## config.mk

```make
export PLATFORM = sky130hd
export DESIGN_NAME = fetch_stage
export DESIGN_NICKNAME = d
export VERILOG_FILES = /design/src/rtl/mips_pkg.sv /design/src/rtl/next_pc_select.sv /design/src/rtl/fetch_stage.sv
export SDC_FILE = /design/constraint.sdc
export NUM_CORES = 1
export LEC_CHECK = 0
export CAP_MARGIN = 20
export CORE_ASPECT_RATIO = 0.5
export CORE_MARGIN = 4
export CORE_UTILIZATION = 50
export DETAILED_ROUTE_END_ITERATION = 6
export MAX_ROUTING_LAYER = met4
export PLACE_DENSITY_LB_ADDON = 0.15
export SYNTH_ARGS = -nofsm -noshare
export SYNTH_HDL_FRONTEND = slang
export SYNTH_SLANG_ARGS = --single-unit
```

## constraint.sdc

```tcl
create_clock -name clk -period 8.7 [get_ports clk]
set_input_delay 1.305 -clock clk [delete_from_list [all_inputs] [get_ports clk]]
set_output_delay 1.305 -clock clk [all_outputs]
set_load 0.01 [all_outputs]
```

## src/rtl/mips_pkg.sv

```systemverilog
// Shared MIPS core definitions: reset vector, NOP encoding, fetch states and
// the opcodes the front end cares about.
package mips_pkg;

   localparam logic [31:0] RESET_PC_DEFAULT = 32'h0040_0000;
   localparam logic [31:0] NOP_INSTR        = 32'h0000_0000;   // sll $0,$0,0

   localparam logic [5:0] OP_J   = 6'h02;
   localparam logic [5:0] OP_JAL = 6'h03;
   localparam logic [5:0] OP_BEQ = 6'h04;
   localparam logic [5:0] OP_BNE = 6'h05;

   typedef enum logic [1:0] {
      FETCH   = 2'd0,
      HOLD    = 2'd1,
      DISCARD = 2'd2
   } fetch_state_e;

   // J/JAL target: region bits of the delay-slot PC plus the word index.
   function automatic logic [31:0] jump_target(input logic [3:0]  pc_region,
                                               input logic [25:0] index);
      return {pc_region, index, 2'b00};
   endfunction

endpackage

```

## src/rtl/next_pc_select.sv

```systemverilog
// Redirect arbitration: picks the new PC when any control-flow change resolves.
module next_pc_select
   import mips_pkg::*;
(
   input  logic        branch_taken_i,
   input  logic [31:0] branch_target_i,
   input  logic        jump_i,
   input  logic [25:0] jump_index_i,
   input  logic        jr_i,
   input  logic [31:0] jr_target_i,
   input  logic [3:0]  pc_region_i,
   output logic        redirect_o,
   output logic [31:0] target_o
);

   // jr resolves with the highest priority, then the EX branch, then the J/JAL jump
   always_comb begin
      target_o = jump_target(pc_region_i, jump_index_i);
      if (jr_i) begin
         target_o = jr_target_i;
      end else if (branch_taken_i) begin
         target_o = branch_target_i;
      end
   end

   assign redirect_o = jr_i | branch_taken_i | jump_i;

endmodule

```

## src/rtl/fetch_stage.sv

```systemverilog
// Instruction fetch stage with IF/ID pipeline register.
//
//   state   | meaning
//   --------+-----------------------------------------------------------
//   FETCH   | request at req_addr outstanding, waiting for imem_ack
//   HOLD    | fetched word parked in skid while ID is stalled, no request
//   DISCARD | redirected while a request was in flight; drop its response
module fetch_stage
   import mips_pkg::*;
#(
   parameter logic [31:0] RESET_PC = RESET_PC_DEFAULT
)
(
   input  logic        clk,
   input  logic        reset,
   output logic        imem_req,
   output logic [31:0] imem_addr,
   input  logic        imem_ack,
   input  logic [31:0] imem_rdata,
   input  logic        stall,
   input  logic        branch_taken,
   input  logic [31:0] branch_target,
   input  logic        jump,
   input  logic [25:0] jump_index,
   input  logic        jr,
   input  logic [31:0] jr_target,
   output logic        if_id_valid,
   output logic [31:0] if_id_instr,
   output logic [31:0] if_id_pc_plus4,
   output logic [5:0]  OP,
   output logic [5:0]  Function
);

   fetch_state_e state_q;
   logic [31:0]  pc_q;
   logic [31:0]  req_addr_q;
   logic [31:0]  skid_q;
   logic [31:0]  skid_pc4_q;
   logic         valid_q;
   logic [31:0]  instr_q;
   logic [31:0]  pc4_q;

   logic         redirect;
   logic [31:0]  target;
   logic [31:0]  req_plus4;

   next_pc_select u_next_pc_select (
      .branch_taken_i  (branch_taken),
      .branch_target_i (branch_target),
      .jump_i          (jump),
      .jump_index_i    (jump_index),
      .jr_i            (jr),
      .jr_target_i     (jr_target),
      .pc_region_i     (pc4_q[31:28]),
      .redirect_o      (redirect),
      .target_o        (target)
   );

   assign req_plus4 = req_addr_q + 32'd4;

   // Request is a pure function of state so it cannot drop before the ack;
   // gating with reset keeps it low for the whole reset window.
   assign imem_req  = (state_q != HOLD) && !reset;
   assign imem_addr = req_addr_q;

   // Fetch FSM, PC/request address, skid buffer and IF/ID register
   always_ff @(posedge clk or posedge reset) begin
      if (reset) begin
         state_q    <= FETCH;
         pc_q       <= RESET_PC;
         req_addr_q <= RESET_PC;
         skid_q     <= 32'h0;
         skid_pc4_q <= 32'h0;
         valid_q    <= 1'b0;
         instr_q    <= NOP_INSTR;
         pc4_q      <= 32'h0;
      end else begin
         case (state_q)
            FETCH: begin
               if (redirect) begin
                  valid_q <= 1'b0;
                  instr_q <= NOP_INSTR;
                  pc_q    <= target;
                  if (imem_ack) begin
                     req_addr_q <= target;
                  end else begin
                     // request already on the bus must complete at its old address
                     state_q <= DISCARD;
                  end
               end else if (imem_ack) begin
                  pc_q <= req_plus4;
                  if (stall) begin
                     skid_q     <= imem_rdata;
                     skid_pc4_q <= req_plus4;
                     state_q    <= HOLD;
                  end else begin
                     valid_q    <= 1'b1;
                     instr_q    <= imem_rdata;
                     pc4_q      <= req_plus4;
                     req_addr_q <= req_plus4;
                  end
               end else if (!stall) begin
                  valid_q <= 1'b0;
                  instr_q <= NOP_INSTR;
               end
            end

            DISCARD: begin
               if (redirect) begin
                  pc_q <= target;
               end
               if (imem_ack) begin
                  req_addr_q <= redirect ? target : pc_q;
                  state_q    <= FETCH;
               end
               if (redirect || !stall) begin
                  valid_q <= 1'b0;
                  instr_q <= NOP_INSTR;
               end
            end

            HOLD: begin
               if (redirect) begin
                  pc_q       <= target;
                  req_addr_q <= target;
                  valid_q    <= 1'b0;
                  instr_q    <= NOP_INSTR;
                  state_q    <= FETCH;
               end else if (!stall) begin
                  valid_q    <= 1'b1;
                  instr_q    <= skid_q;
                  pc4_q      <= skid_pc4_q;
                  req_addr_q <= pc_q;
                  state_q    <= FETCH;
               end
            end

            default: begin
               state_q <= FETCH;
            end
         endcase
      end
   end

   assign if_id_valid    = valid_q;
   assign if_id_instr    = instr_q;
   assign if_id_pc_plus4 = pc4_q;
   assign OP             = instr_q[31:26];
   assign Function       = instr_q[5:0];

endmodule

```

==> summary.md <==
| Metric | Value |
|---|---|
| Peak Freq | 217 MHz |
| Antenna Nets Post-Route | 0 |
| DP HPWL | 20700 um |
| Leakage | 5.29 nW |
| Kind of launch point of the worst setup path | input port |
| CTS tree | yes |
| Mux contribution to synthesized area | 0.0662 |
| Hold Vio Cnt, Final | 0 |
| DRT Pass-1 Iters | 6 |
| I/O Buffers | 238 |
| Worst-case hold slack | 0.484 ns |
| Fillers | 1478 |
| Status | completed |
| Synth Area in Compound Gates | 0.213 |
| Power Density | 278 nW/um^2 |
| CP Capture Type | register |
| Fin nets | 1365 |
| Tcrit/Tclk final | 0.530 |
| Async S/R FF share, synth | 1.00 |
| Largest net degree at the start of global routing | 133 |
| Largest family of logic cells by synthesized area | compound AO/OA/AOI/OAI gates |
| Worst EP arrival | 4.93 ns |
| Max Clock Skew | 0.00849 ns |
| CP Data Required Time | 9.02 ns |
| Layout cells sized above 1 | 0.0957 |
| Syn_area_per_cell | 9.35 um^2 |
| Boundary pin count | 239 |
| # rows | 35 |
| Setup Buffers After CTS | 0 |
| Tightest Pin Transition | 1.11 ns |
| Synth Warn # | 0 |
| Die Width | 206 um |
| Adder and majority gate portion of the synthesized area | 0.00638 |
| Htree depth | 4 |
| Antenna fix cells | 0 |
| Crit-path cells | clkdlybuf4s50_1 > or4b_2 > nor2_4 > buf_4 > mux2_2 |
| Mapped Cells | 1049 |
| Reg2reg start | state_q[0] |
| Clk_lat worst skew | 0.44 ns |
| Cts hold-fix bufs | 0 |
| Final setup viols | 0 |
| Simple-gate area share of the yosys netlist | 0.147 |
| Final TNS setup | 0 ns |
| Flop-to-flop setup slack | 5.50 ns |
| Slowest stage delay, CP | 0.96 ns |
| Area occupied by multi-input gates | 4490 um^2 |
| First-pass GRT wire length | 47800 um |
| DIE AREA | 22000 um^2 |
| Initial DRC Count | 682 |
| Crit path capture | skid_q[19] |
| Synth Area in XOR/XNOR | 0.0214 |
| Endpoint of the worst register-to-register path | imem_addr[25] |
| WS Path Type | in -> reg |
| CP max stage cell | or4b_2 |
| CTS Buffer Depth | 2 |
| Top FF cell, synth | dfrtp_1 |
| Residual DRC | 0 |
| CP Max Fanout | 43 |
| FF+latch count, synth | 195 |
| Final Wtd Congestion | 0.879 |
| FF+latch area | 4880 um^2 |
| Slew Limit Fails | 0 |
| Post-CTS sizing | 0 |
| Area grow syn2layout | 31.1% |
| Clk slew on worst S/H paths | 0.07 ns |
| Netlist Area Pre-Place | 9800 um^2 |
| Worst Hold Launch | if_id_pc_plus4[9] |
| DR vias/cell | 5.95 |
| Max Cap Viol | 0 |
| Post-synth EDFFs | 0 |
| Post-synthesis sequential area ratio | 0.498 |
| CTS Sinks | 195 |
| Synthesized Nets | 1183 |
| Total grt overflow | 0 |
| Min cycle time layout | 4.61 ns |
| Initial Utilization | 0.521 |
| HP Class | reg -> reg |
| Clock root buffer | clkbuf_16 |
| Wire length per cell | 20.0 um |
| CTS Buf Count | 17 |
| All-Layer GR Usage | 0.281 |
| Unrepaired setup endpoints after global routing | no |
| FF-to-FF path depth | 7 |
| Synth unique cells | 61 |
| Maximum VDD drop | 0.197 mV |
| Routed via count | 8940 |
| CP Launch Point | jump |
| Initial antenna violation count | 0 |
| Final WL | 30100 um |
| Number of global-route vias before repair | 9049 |
| Die Ht | 107 um |
| CORE AREA | 18800 um^2 |
| Slew HR | 0.263 |
layer usage:
metal,GRT usage,routed length (um),share of wire
met5,-,0,0
met4,0.0825,546,0.018
met3,0.0607,2350,0.078
met2,0.461,14800,0.49
met1,0.355,12400,0.41
sequential cells by signal, summed over array words and instances, names as in the netlist:
name	flops
skid_q	32
state_q	2
if_id_pc_plus4	32
pc_q	32
if_id_valid	1
imem_addr	32
skid_pc4_q	32
if_id_instr	32
cell type report:
class	instances	area share
flip-flops and latches	195	0.380
multi-input cells	745	0.349
repair buffers	255	0.195
clock buffers	18	0.0342
well taps	259	0.0252
clock inverters	14	0.0115
inverters	17	0.00555
worst max-delay path: cells and delay by family:
kind / cells / cell delay [ns]
simple gates: 2 / 1.74
buf+inv: 2 / 1.44
mux: 1 / 0.40
cell usage after synthesis (3+ instances only):
master | count | area share
nor3_1 | 17 | 0.0087
nand2_1 | 115 | 0.044
nand3_1 | 25 | 0.013
a21oi_1 | 88 | 0.045
o31a_1 | 4 | 0.0036
ha_1 | 5 | 0.0064
inv_1 | 15 | 0.0057
xor2_1 | 10 | 0.0089
o22a_1 | 3 | 0.0027
and2_1 | 6 | 0.0038
a22oi_1 | 46 | 0.035
dfrtp_1 | 193 | 0.49
a211oi_1 | 4 | 0.0031
o211ai_1 | 19 | 0.015
xnor2_1 | 14 | 0.013
mux2_2 | 47 | 0.054
or3_1 | 5 | 0.0032
buf_4 | 14 | 0.011
buf_2 | 7 | 0.0036
a221oi_1 | 14 | 0.013
o31ai_1 | 3 | 0.0023
nand4_1 | 5 | 0.0032
a31oi_1 | 11 | 0.0070
a21o_1 | 5 | 0.0038
mux2i_1 | 12 | 0.012
nand3b_1 | 3 | 0.0023
o21ai_0 | 90 | 0.046
buf_1 | 4 | 0.0015
nor2_1 | 120 | 0.046
o22ai_1 | 17 | 0.011
clkbuf_1 | 66 | 0.025
nand2b_1 | 4 | 0.0026
o2bb2ai_1 | 4 | 0.0036
o221ai_1 | 9 | 0.0080
nor4_1 | 8 | 0.0051
o21a_1 | 4 | 0.0031
per-stage QoR:
step	utilization	instances	worst slack (ns)	cell area (um^2)	total power [mW]
floorplan	-	1049	2.09	9800	2.15
global route	0.683	1503	3.92	12900	3.78
global placement	0.651	1470	3.77	12300	2.73
CTS	0.683	1502	4.11	12900	3.59
finish	0.683	1503	4.09	12900	3.58
detailed placement	0.651	1470	3.67	12300	2.78
layout by cell type (no fill, tap or decap), drive strengths merged, types with 11 or more instances in the layout:
cell and instances:
nand3 26, buf 18, nand2 115, o21ai 90, a22oi 46, o22ai 17, a31oi 11, xnor2 14
inv 21, nor3 17, dfrtp 193, o211ai 19, nor2 120, clkdlybuf4s50 237, a221oi 14, clkbuf 18
mux2 47, a21oi 88, mux2i 12
worst min path at each step:
| stage | slack (ns) | end | depth (start not counted) |
|---|---|---|---|
| 3_3_place_gp | 0.45 | pc_q[15] | 2 |
| 5_1_grt | 0.51 | pc_q[4] | 2 |
| 2_1_floorplan | 0.44 | pc_q[13] | 2 |
| 6_report | 0.48 | if_id_pc_plus4[9] | 2 |
| 4_1_cts | 0.49 | pc_q[4] | 2 |
| 3_5_place_dp | 0.47 | pc_q[3] | 2 |
cell families after synthesis:
logic type	count (synthesis)
AO/OA/AOI/OAI	333
XOR/XNOR	24
adder cells (fa/ha/maj)	5
buffers and inverters	109
flip-flops	195
multiplexers	59
AND/OR/NAND/NOR	324
where the power goes:
group / total (mW) / internal [mW] / switching, mW
Combinational: 1.27 / 0.629 / 0.638
Clock: 0.794 / 0.413 / 0.381
Sequential: 1.51 / 1.23 / 0.286
Note: power is estimated with default switching activity, not from simulation.
